## src/rtl/mips_ctrl_pkg.sv

```systemverilog
// Shared definitions for the multi-cycle MIPS controller.
// Contents: the FSM state enum, opcode and funct values, ALU operation codes,
// and the alu_src_b / pc_src mux encodings driven onto the datapath.
// No ports (package).
package mips_ctrl_pkg;

  typedef enum logic [3:0] {
    S_IDLE,
    S_FETCH,
    S_DECODE,
    S_MEMADR,
    S_MEMRD,
    S_MEMWB,
    S_MEMWR,
    S_RTYPE,
    S_ALUWB,
    S_ADDI,
    S_ADDIWB,
    S_BRANCH,
    S_JUMP,
    S_TRAP
  } state_t;

  localparam logic [5:0] OP_RTYPE = 6'b000000;
  localparam logic [5:0] OP_LW    = 6'b100011;
  localparam logic [5:0] OP_SW    = 6'b101011;
  localparam logic [5:0] OP_ADDI  = 6'b001000;
  localparam logic [5:0] OP_BEQ   = 6'b000100;
  localparam logic [5:0] OP_J     = 6'b000010;

  localparam logic [5:0] FN_ADD = 6'b100000;
  localparam logic [5:0] FN_SUB = 6'b100010;
  localparam logic [5:0] FN_AND = 6'b100100;
  localparam logic [5:0] FN_OR  = 6'b100101;
  localparam logic [5:0] FN_SLT = 6'b101010;

  localparam logic [2:0] ALU_ADD = 3'b010;
  localparam logic [2:0] ALU_SUB = 3'b110;
  localparam logic [2:0] ALU_AND = 3'b000;
  localparam logic [2:0] ALU_OR  = 3'b001;
  localparam logic [2:0] ALU_SLT = 3'b111;

  localparam logic [1:0] SRCB_REGB    = 2'b00;
  localparam logic [1:0] SRCB_FOUR    = 2'b01;
  localparam logic [1:0] SRCB_IMM     = 2'b10;
  localparam logic [1:0] SRCB_IMM_SH2 = 2'b11;

  localparam logic [1:0] PCSRC_ALU    = 2'b00;
  localparam logic [1:0] PCSRC_ALUOUT = 2'b01;
  localparam logic [1:0] PCSRC_JUMP   = 2'b10;

endpackage

```

## src/rtl/mips_multicycle_ctrl_alu.sv

```systemverilog
// R-type funct decoder (purely combinational).
// Ports:
//   funct       in  6  instruction[5:0]
//   alu_code    out 3  ALU operation for a legal funct (ADD otherwise)
//   funct_legal out 1  funct is one of add/sub/and/or/slt
module mips_alu_decoder
  import mips_ctrl_pkg::*;
(
  input  logic [5:0] funct,
  output logic [2:0] alu_code,
  output logic       funct_legal
);

  always_comb begin
    alu_code    = ALU_ADD;
    funct_legal = 1'b1;
    case (funct)
      FN_ADD:  alu_code = ALU_ADD;
      FN_SUB:  alu_code = ALU_SUB;
      FN_AND:  alu_code = ALU_AND;
      FN_OR:   alu_code = ALU_OR;
      FN_SLT:  alu_code = ALU_SLT;
      default: funct_legal = 1'b0;
    endcase
  end

endmodule

```

## src/rtl/mips_multicycle_ctrl.sv

```systemverilog
// Multi-cycle MIPS control FSM: sequences FETCH/DECODE/EXEC/MEM/WB over a
// variable-latency memory (mem_ready handshake), drives datapath strobes and
// counts retired instructions.
// Build option: define MIPS_CTRL_ILLEGAL_TRAP_EN to make an illegal op/funct
// enter an absorbing TRAP state with illegal=1; otherwise an illegal
// instruction is dropped silently (back to FETCH) and illegal is tied 0.
// Ports:
//   clk, rst_n (async active-low)
//   op, funct, zero, mem_ready                      inputs
//   pc_write, pc_write_cond, pc_src, iord           PC / address control
//   mem_read, mem_write, ir_write                   memory / IR control
//   mem_to_reg, reg_dst, reg_write                  regfile control
//   alu_src_a, alu_src_b, alu_ctrl                  ALU control
//   instr_done, retired, illegal                    status
module mips_multicycle_ctrl
  import mips_ctrl_pkg::*;
#(
  parameter int ALU_CTRL_W = 3,
  parameter int CNT_W      = 32
) (
  input  logic                  clk,
  input  logic                  rst_n,
  input  logic [5:0]            op,
  input  logic [5:0]            funct,
  input  logic                  zero,
  input  logic                  mem_ready,
  output logic                  pc_write,
  output logic                  pc_write_cond,
  output logic [1:0]            pc_src,
  output logic                  iord,
  output logic                  mem_read,
  output logic                  mem_write,
  output logic                  ir_write,
  output logic                  mem_to_reg,
  output logic                  reg_dst,
  output logic                  reg_write,
  output logic                  alu_src_a,
  output logic [1:0]            alu_src_b,
  output logic [ALU_CTRL_W-1:0] alu_ctrl,
  output logic                  instr_done,
  output logic [CNT_W-1:0]      retired,
  output logic                  illegal
);

  state_t     state, state_next;
  logic [2:0] rtype_code;
  logic       funct_legal;
  logic [2:0] alu_code;

  // The branch decision is made in the datapath (pc_write_cond & zero);
  // the flag is on this interface only so the port list matches the datapath.
  logic unused_zero;
  assign unused_zero = zero;

`ifdef MIPS_CTRL_ILLEGAL_TRAP_EN
  localparam state_t BAD_NEXT = S_TRAP;
  assign illegal = (state == S_TRAP);
`else
  localparam state_t BAD_NEXT = S_FETCH;
  assign illegal = 1'b0;
`endif

  mips_alu_decoder u_alu_dec (
    .funct       (funct),
    .alu_code    (rtype_code),
    .funct_legal (funct_legal)
  );

  always_ff @(posedge clk or negedge rst_n) begin
    if (!rst_n) state <= S_IDLE;
    else        state <= state_next;
  end

  always_comb begin
    state_next    = state;
    pc_write      = 1'b0;
    pc_write_cond = 1'b0;
    pc_src        = PCSRC_ALU;
    iord          = 1'b0;
    mem_read      = 1'b0;
    mem_write     = 1'b0;
    ir_write      = 1'b0;
    mem_to_reg    = 1'b0;
    reg_dst       = 1'b0;
    reg_write     = 1'b0;
    alu_src_a     = 1'b0;
    alu_src_b     = SRCB_REGB;
    alu_code      = 3'b000;
    instr_done    = 1'b0;
    case (state)
      S_IDLE: state_next = S_FETCH;
      S_FETCH: begin
        mem_read  = 1'b1;
        alu_src_b = SRCB_FOUR;
        alu_code  = ALU_ADD;
        pc_src    = PCSRC_ALU;
        // PC+4 and IR load happen only in the cycle the read completes
        pc_write  = mem_ready;
        ir_write  = mem_ready;
        if (mem_ready) state_next = S_DECODE;
      end
      S_DECODE: begin
        alu_src_b = SRCB_IMM_SH2;
        alu_code  = ALU_ADD;
        case (op)
          OP_LW, OP_SW: state_next = S_MEMADR;
          OP_RTYPE:     state_next = funct_legal ? S_RTYPE : BAD_NEXT;
          OP_ADDI:      state_next = S_ADDI;
          OP_BEQ:       state_next = S_BRANCH;
          OP_J:         state_next = S_JUMP;
          default:      state_next = BAD_NEXT;
        endcase
      end
      S_MEMADR: begin
        alu_src_a  = 1'b1;
        alu_src_b  = SRCB_IMM;
        alu_code   = ALU_ADD;
        state_next = (op == OP_SW) ? S_MEMWR : S_MEMRD;
      end
      S_MEMRD: begin
        mem_read = 1'b1;
        iord     = 1'b1;
        if (mem_ready) state_next = S_MEMWB;
      end
      S_MEMWB: begin
        reg_write  = 1'b1;
        mem_to_reg = 1'b1;
        instr_done = 1'b1;
        state_next = S_FETCH;
      end
      S_MEMWR: begin
        mem_write  = 1'b1;
        iord       = 1'b1;
        instr_done = mem_ready;
        if (mem_ready) state_next = S_FETCH;
      end
      S_RTYPE: begin
        alu_src_a  = 1'b1;
        alu_src_b  = SRCB_REGB;
        alu_code   = rtype_code;
        state_next = S_ALUWB;
      end
      S_ALUWB: begin
        reg_write  = 1'b1;
        reg_dst    = 1'b1;
        instr_done = 1'b1;
        state_next = S_FETCH;
      end
      S_ADDI: begin
        alu_src_a  = 1'b1;
        alu_src_b  = SRCB_IMM;
        alu_code   = ALU_ADD;
        state_next = S_ADDIWB;
      end
      S_ADDIWB: begin
        reg_write  = 1'b1;
        instr_done = 1'b1;
        state_next = S_FETCH;
      end
      S_BRANCH: begin
        alu_src_a     = 1'b1;
        alu_src_b     = SRCB_REGB;
        alu_code      = ALU_SUB;
        pc_src        = PCSRC_ALUOUT;
        pc_write_cond = 1'b1;
        instr_done    = 1'b1;
        state_next    = S_FETCH;
      end
      S_JUMP: begin
        pc_src     = PCSRC_JUMP;
        pc_write   = 1'b1;
        instr_done = 1'b1;
        state_next = S_FETCH;
      end
      S_TRAP:  state_next = S_TRAP;
      default: state_next = S_IDLE;
    endcase
  end

  assign alu_ctrl = ALU_CTRL_W'(alu_code);

  // Retire counter wraps naturally modulo 2^CNT_W
  always_ff @(posedge clk or negedge rst_n) begin
    if (!rst_n)          retired <= '0;
    else if (instr_done) retired <= retired + CNT_W'(1);
  end

endmodule

```

## config.mk

```make
export PLATFORM = sky130hd
export DESIGN_NAME = mips_multicycle_ctrl
export DESIGN_NICKNAME = d
export VERILOG_FILES = /design/src/rtl/mips_ctrl_pkg.sv /design/src/rtl/mips_multicycle_ctrl_alu.sv /design/src/rtl/mips_multicycle_ctrl.sv
export SDC_FILE = /design/constraint.sdc
export NUM_CORES = 1
export LEC_CHECK = 0
export ABC_AREA = 1
export CORE_MARGIN = 2
export CORE_UTILIZATION = 25
export DETAILED_ROUTE_END_ITERATION = 12
export HOLD_SLACK_MARGIN = 0.05
export PLACE_DENSITY = 0.54
export SLEW_MARGIN = 10
export SYNTH_ARGS = -nofsm -noshare
export SYNTH_HDL_FRONTEND = slang
export SYNTH_SLANG_ARGS = --single-unit
```

## constraint.sdc

```tcl
create_clock -name clk -period 5.19 [get_ports clk]
set_input_delay 1.557 -clock clk [delete_from_list [all_inputs] [get_ports clk]]
set_output_delay 1.557 -clock clk [all_outputs]
set_load 0.02 [all_outputs]
```

# Word level (Yosys, flattened, before mapping)
# Index checks and enable logic that the tools add are counted.
word_totals:
  regBits: 36
  out_inout_bits: 51
  ram_bits: 0
  rom_bits: 0
  memories: 0
  input_bits: 16
  latchBits: 0
op_classes:
  magnitude_cmp: 0
  multipliers: 0
  n_addsub: 1
  reduce_logical: 13
  n_shift: 0
  muxes: 23
  eq_ne: 26
  div_mod_pow: 0
  bitwise: 0
ops:
  columns: ["cell", "count"]
  rows:
  - ["6-bit == test, second input constant", 7]
  - ["4-bit one-hot mux with 9 select lines", 1]
  - ["32-bit by 1-bit adder with 32-bit output, second input constant", 1]
  - ["4-bit == test, second input constant", 6]
  - ["4-bit one-hot mux with 5 select lines", 1]
  - ["4-bit by 3-bit == test with 1-bit output, second input constant", 4]
  - ["4-bit two-way mux", 3]
  - ["3-bit one-hot mux with 4 select lines", 1]
  - ["1-bit two-way mux", 10]
  - ["5-bit OR reduction", 2]
  - ["3-bit one-hot mux with 3 select lines", 1]
  - ["4-bit by 2-bit == test with 1-bit output, second input constant", 2]
  - ["2-bit OR reduction", 4]
  - ["4-bit OR reduction", 2]
  - ["6-bit by 2-bit == test with 1-bit output, second input constant", 1]
  - ["6-bit by 3-bit == test with 1-bit output, second input constant", 1]
  - ["6-bit by 4-bit == test with 1-bit output, second input constant", 1]
  - ["6-bit zero test", 1]
  - ["2-bit inequality test, second input constant", 3]
  - ["2-bit one-hot mux with 3 select lines", 1]
  - ["6-bit OR reduction", 1]
  - ["4-bit by 1-bit == test with 1-bit output, second input constant", 1]
  - ["4-bit zero test", 1]
  - ["1-bit one-hot mux with 2 select lines", 2]
  - ["other kinds (5)", 5]

# Logic depth before layout (Yosys ltp)
depth:
  depth_word: 6
  ltp_mapped: 12

# Hierarchy
# Synthesis repeated with hierarchy kept, for this count alone.
hier_totals:
  hier_cells: 448
  hier_area_um2: 2735.1
by_module_without_submodules:
  columns: ["module", "cells_per_inst", "area_per_inst_um2", "n_inst"]
  rows:
  - ["mips_multicycle_ctrl", 420, 2616.3, 1]
  - ["mips_alu_decoder", 28, 118.9, 1]

# Worst setup path after synthesis
# OpenSTA, ideal clock, no wires.
synth_path:
  path_type: "input to output"
  from: "input port funct[5]"
  to: "output port alu_ctrl[0]"
  path_slack_ps: 1320
  stages: 6
  required_ps: 3633
  arrival_ps: 2313
  cell_sequence: "inv_1 -> nor2_1 -> nand3_1 -> nand2_1 -> nand2_1 -> a21oi_1"
synth_between:
  elab_chain_cells: 3
synth_lines:
  columns: ["item", "line_no", "source"]
  rows:
  - ["start, declared", "mips_multicycle_ctrl.sv:24", "input logic [5:0] funct,"]
  - ["6-bit == test", "mips_multicycle_ctrl_alu.sv:17", "case (funct)"]
  - ["3-bit one-hot mux with 4 select lines (*)", "mips_multicycle_ctrl_alu.sv:17", null]
  - ["3-bit one-hot mux with 3 select lines (*)", "mips_multicycle_ctrl.sv:90", "case (state)"]
  - ["end, declared", "mips_multicycle_ctrl.sv:39", "output logic [ALU_CTRL_W-1:0] alu_ctrl,"]
# Mark *: on every way between the ends. The rest lies on a longest branch, timed or not.

# Final worst setup path
# Ends and elaborated chain as after synthesis.

==> qor.txt <==
Final TNS setup: 0 ps
initial core utilization: 0.258
n_diodes: 0
top layer reached by signal wires: met4
setup repair bufs after CTS: 0
RSZ-0062 raised after global routing: false
Slew HR: 0.457
placed wire-length estimate: 6170 µm
Die Width: 107 µm
Reg clk slew, reported paths: 70 ps
period utilization: 0.938
# setup viols final: 0
HP Class: reg -> reg
port buffer count: 64
GRT Residual Overflow: 0
Fmax: 205 MHz
warnings from Yosys: 0
Layout Nets: 510
routed length per instance: 12.3 µm
CTS tree: built
GPL Wtd Cong: 0.903
crit path time final: 4870 ps
gr usage total: 0.138
clock sink count: 36
ratio of cells with drive above 1 in the final layout: 0.0425
first-pass GRT wire length: 12700 µm
Cell variety after synth: 25
mean post-synth cell area: 6.26 µm²
CP Max Fanout: 4
Setup CP Type: in -> out
Max-Cap Viols: 0
Static Leakage: 1.64 nW
Num CTS Buffers: 5
Slew Limit Fails: 0
DR WL met3: 350 µm
Sequential cell area: 901 µm²
num rows: 37
status: finished, final reports clean
met2 WL: 3600 µm
vias in the first global route: 2671
Area Growth Syn to Fin: 31.2%
DR vias/cell: 4.50
I/O pins: 67
Mapped Area: 2680 µm²
chip height: 107 µm
cell area power density: 324 nW/µm²
Worst Skew: 2.76 ps
required time of the critical path: 3630 ps
CTS Hold Bufs: 0
initial antenna violation count: 0
Final Hold Vio Count: 0
DRC violations left: 0
Core Area: 10400 µm²
Pre-Repair DR Iteration Count: 4
largest net degree at the start of global routing: 40
htree depth: 2
Worst-Skew Late Latency: 290 ps
sequential share of the synthesized area: 0.336
Routed WL: 7780 µm
register bit total from synthesis: 36
wire length on met1: 3710 µm
Synth Instances: 428
Via Count: 2837
Antenna Violating Nets Remaining: 0
actual slew at the worst max-slew pin: 814 ps
fillers: 1143
die area: 11600 µm²
type of origin of the critical path: primary input
syn_nets: 445
Initial DRC Count: 104
post-cts gate resize count: 0
CTS root buf: clkbuf_8
worst vdd ir: 198 µV
area of the multi-input gates: 1490 µm²
clk buf depth: 2
crit end category: output pin
arrival time worst endpoint: 3310 ps
Tot Pwr: 1.14 mW
## power breakdown
| group | switching (mW) | internal (mW) |
|---|---|---|
| clock | 0.100 | 0.108 |
| sequential | 0.0517 | 0.318 |
| combinational | 0.347 | 0.214 |
| total | 0.498 | 0.640 |
## cell usage in the layout (no fill, tap or decap), types with 6 or more instances in the layout
cell,Yosys,layout
clkdlybuf4s50_1,0,63
nand2_1,170,170
xnor2_1,6,6
nor3_1,9,9
clkbuf_8,0,6
nor2_1,57,57
inv_1,56,56
nand3b_1,7,7
xor2_1,9,9
nand4_1,15,15
nand3_1,21,21
dfrtp_1,36,36
o21ai_0,14,14
## through the flow
stage	hold slack, ps	area [µm²]	util	setup WS [ps]	std cells
after global placement	518	3420	0.330	423	622
after floorplan	584	2680	-	1320	428
after detailed placement	531	3420	0.330	332	622
after CTS	547	3510	0.339	330	630
final	538	3510	0.339	320	630
after global routing	573	3510	0.339	256	630
## worst max-delay path: stages
cell and delay [ps]:
clkdlybuf4s50_1 460, inv_1 40, nor2_1 170, nand3_1 170
nand2_1 120, nand2_1 60, a21oi_1 120, clkdlybuf4s50_1 610
## synth_stat cells
| master | n | area share |
|---|---|---|
| nor3_2 | 4 | 0.015 |
| o21a_1 | 1 | 0.0028 |
| o211ai_1 | 1 | 0.0028 |
| a21oi_1 | 1 | 0.0019 |
| ha_1 | 1 | 0.0047 |
| nor2_4 | 1 | 0.0042 |
| xnor2_1 | 6 | 0.020 |
| conb_1 | 1 | 0.0014 |
| buf_6 | 4 | 0.017 |
| and3_1 | 1 | 0.0023 |
| nand4_1 | 15 | 0.035 |
| nor2_2 | 2 | 0.0047 |
| inv_1 | 56 | 0.079 |
| dfrtp_1 | 36 | 0.34 |
| xor2_1 | 9 | 0.029 |
| buf_4 | 3 | 0.0084 |
| nor2_1 | 57 | 0.080 |
| nand3_1 | 21 | 0.039 |
| o22ai_1 | 2 | 0.0047 |
| nand2_1 | 170 | 0.24 |
| nand2_2 | 3 | 0.0070 |
| o21ai_0 | 14 | 0.026 |
| nand3b_1 | 7 | 0.020 |
| nor3_1 | 9 | 0.017 |
| inv_2 | 3 | 0.0042 |
## kinds of logic after synthesis
| group | count (synthesis) | share of synthesized area |
|---|---|---|
| and+or+nand+nor | 290 | 0.462 |
| buffers and inverters | 66 | 0.108 |
| DFF | 36 | 0.336 |
| AOI/OAI and AO/OA | 19 | 0.0383 |
| xor gates and xnor gates | 15 | 0.0491 |
| adders and majority gates | 1 | 0.00467 |
| other | 1 | 0.00140 |
## routing by layer
metal / up-vias / track usage
met5: - / 0
met4: 0 / 0.0366
met3: 9 / 0.0291
met2: 59 / 0.230
met1: 1311 / 0.180
li1: 1458 / -
## state kept, by name, summed over array words and instances, names as in the netlist
name     cells
retired     32
state        4
## area by class of cell
class | count | share of cell area
Inverter | 59 | 0.0630
Sequential cell | 36 | 0.256
Clock buffer | 8 | 0.0256
Tap cell | 136 | 0.0484
Multi-Input combinational cell | 326 | 0.423
Timing Repair Buffer | 65 | 0.183
## path summary, 6_finish.rpt
kind | from | end | slack [ps] | depth (start not counted)
min | retired[31] | retired[31] | 540 | 2
max in group asynchronous | rst_n | retired[15] | 3310 | 1
max | funct[5] | alu_ctrl[0] | 320 | 8
min in group asynchronous | rst_n | retired[30] | 1360 | 1
min reg2reg | retired[31] | retired[31] | 540 | 2
max reg2reg | state[0] | retired[15] | 3140 | 11
Power figures use the tool's default switching activity.
==> patch, RTL diff (same flow settings) <==
`CNT_W`: 32 -> 16.
--- a/src/rtl/mips_multicycle_ctrl.sv
+++ b/src/rtl/mips_multicycle_ctrl.sv
@@ -17,5 +17,5 @@
 #(
   parameter int ALU_CTRL_W = 3,
-  parameter int CNT_W      = 32
+  parameter int CNT_W      = 16
 ) (
   input  logic                  clk,
Ports: changed (resized retired); port bits go from 67 to 51. The function was not compared with the original's and may differ.
==> patch against the unedited design <==
Critical path type unchanged. Routed wire length is 49% lower. Largest cell class unchanged. Final area is 37% lower. Synthesized cell count is 47% lower. Cell count is 44% lower. Sequential cell count is 16 lower. Clock power is 24% lower. Critical endpoint unchanged. Power is 9.0% lower. Area after synthesis is 40% lower. Register-to-register slack better by 0.20 ns. Worst setup slack better by 0.098 ns.
==> patch: results <==
metrics = {
    "placed_design": {
        "place.gp.congestion": 0.8450,
        "dpl_cell_area_um2": 2127,
        "portBuffers": 48,
        "place_ws_ns": 0.3896,
        "dp.cells": 346,
    },
    "routing": {
        "wl_met1_mm": 1.809,
        "wirelength_mm": 3.951,
        "via_per_inst": 4.329,
    },
    "layout": {
        "reg_top3": "retired (16), state (4)",
        "buffer_area_share_pct": 22.20,
        "seq_share_pct": 22.77,
        "seqCellArea_um2": 500.5,
        "clk_share_pct": 3.244,
        "clockBufferCount": 3,
    },
    "global_routing": {
        "use_met1_pct": 14.89,
        "grt_pass1_wl_mm": 6.782,
        "gr-usage-met2_pct": 19.78,
        "gr-usage-all-layers_pct": 11.68,
        "grt_pass1_vias": 1497,
    },
    "power": {
        "ir_drop_mv": 0.1751,
        "leakagePower_uw": 0.001012,
        "power_switching_uw": 480.3,
    },
    "critical_path": {
        "arrival_ns": 3.22,
        "reg2reg_to": "retired[13]$_DFFE_PN0P_",
        "r2r-start": "state[2]$_DFFE_PN0P_",
        "cp_max_fo": 5,
        "reg2reg_slack_ns": 3.34,
    },
    "timing": {
        "finalClockSkew_ns": 0.0009340,
        "max-slew-margin-rel_pct": 37.77,
    },
    "logic_synthesis": {
        "synth_fa_ha_area_share_pct": 0.7837,
        "syn_nets": 242,
        "synth_cell_types": 28,
        "syn_inst": 225,
        "synth-seq-cells": 20,
        "seq_area_frac_synth_pct": 31.35,
    },
    "hold_path": {
        "hold_depth": 1,
        "min_to": "retired[0]$_DFFE_PN0P_",
    },
    "clock_network": {
        "clk_latency_ns": 0.26,
    },
    "outcome": {
        "outcome": "finished, final reports clean",
    },
}
[patch: changes by cell type in the layout (fill, tap and decap cells not counted), moves of 4 or more]
cell,before,now
nand3b_1,7,1
xor2_2,0,6
nor2_1,57,26
dfrtp_1,36,20
nor3_2,4,0
inv_1,56,34
nand2_4,0,6
nand4_1,15,6
clkdlybuf4s50_1,63,48
xnor2_1,6,2
nand2_1,170,49
xor2_1,9,5
nand3_1,21,15
[patch: worst max-delay path by stage]
stage	slack (ns)	from	to
3_3_place_gp	0.39	funct[5]	alu_ctrl[0]
4_1_cts	0.38	funct[5]	alu_ctrl[0]
5_1_grt	0.29	funct[5]	alu_ctrl[0]
2_1_floorplan	1.36	funct[5]	alu_ctrl[0]
3_5_place_dp	0.39	funct[5]	alu_ctrl[0]
6_report	0.42	funct[5]	alu_ctrl[0]
[patch: power groups by stage]
stage	clock network, uW	registers [uW]	logic [uW]
global placement	0	259	625
CTS	163	257	625
finish	159	256	621
floorplan	0	289	372
detailed placement	0	260	623
global route	168	266	680
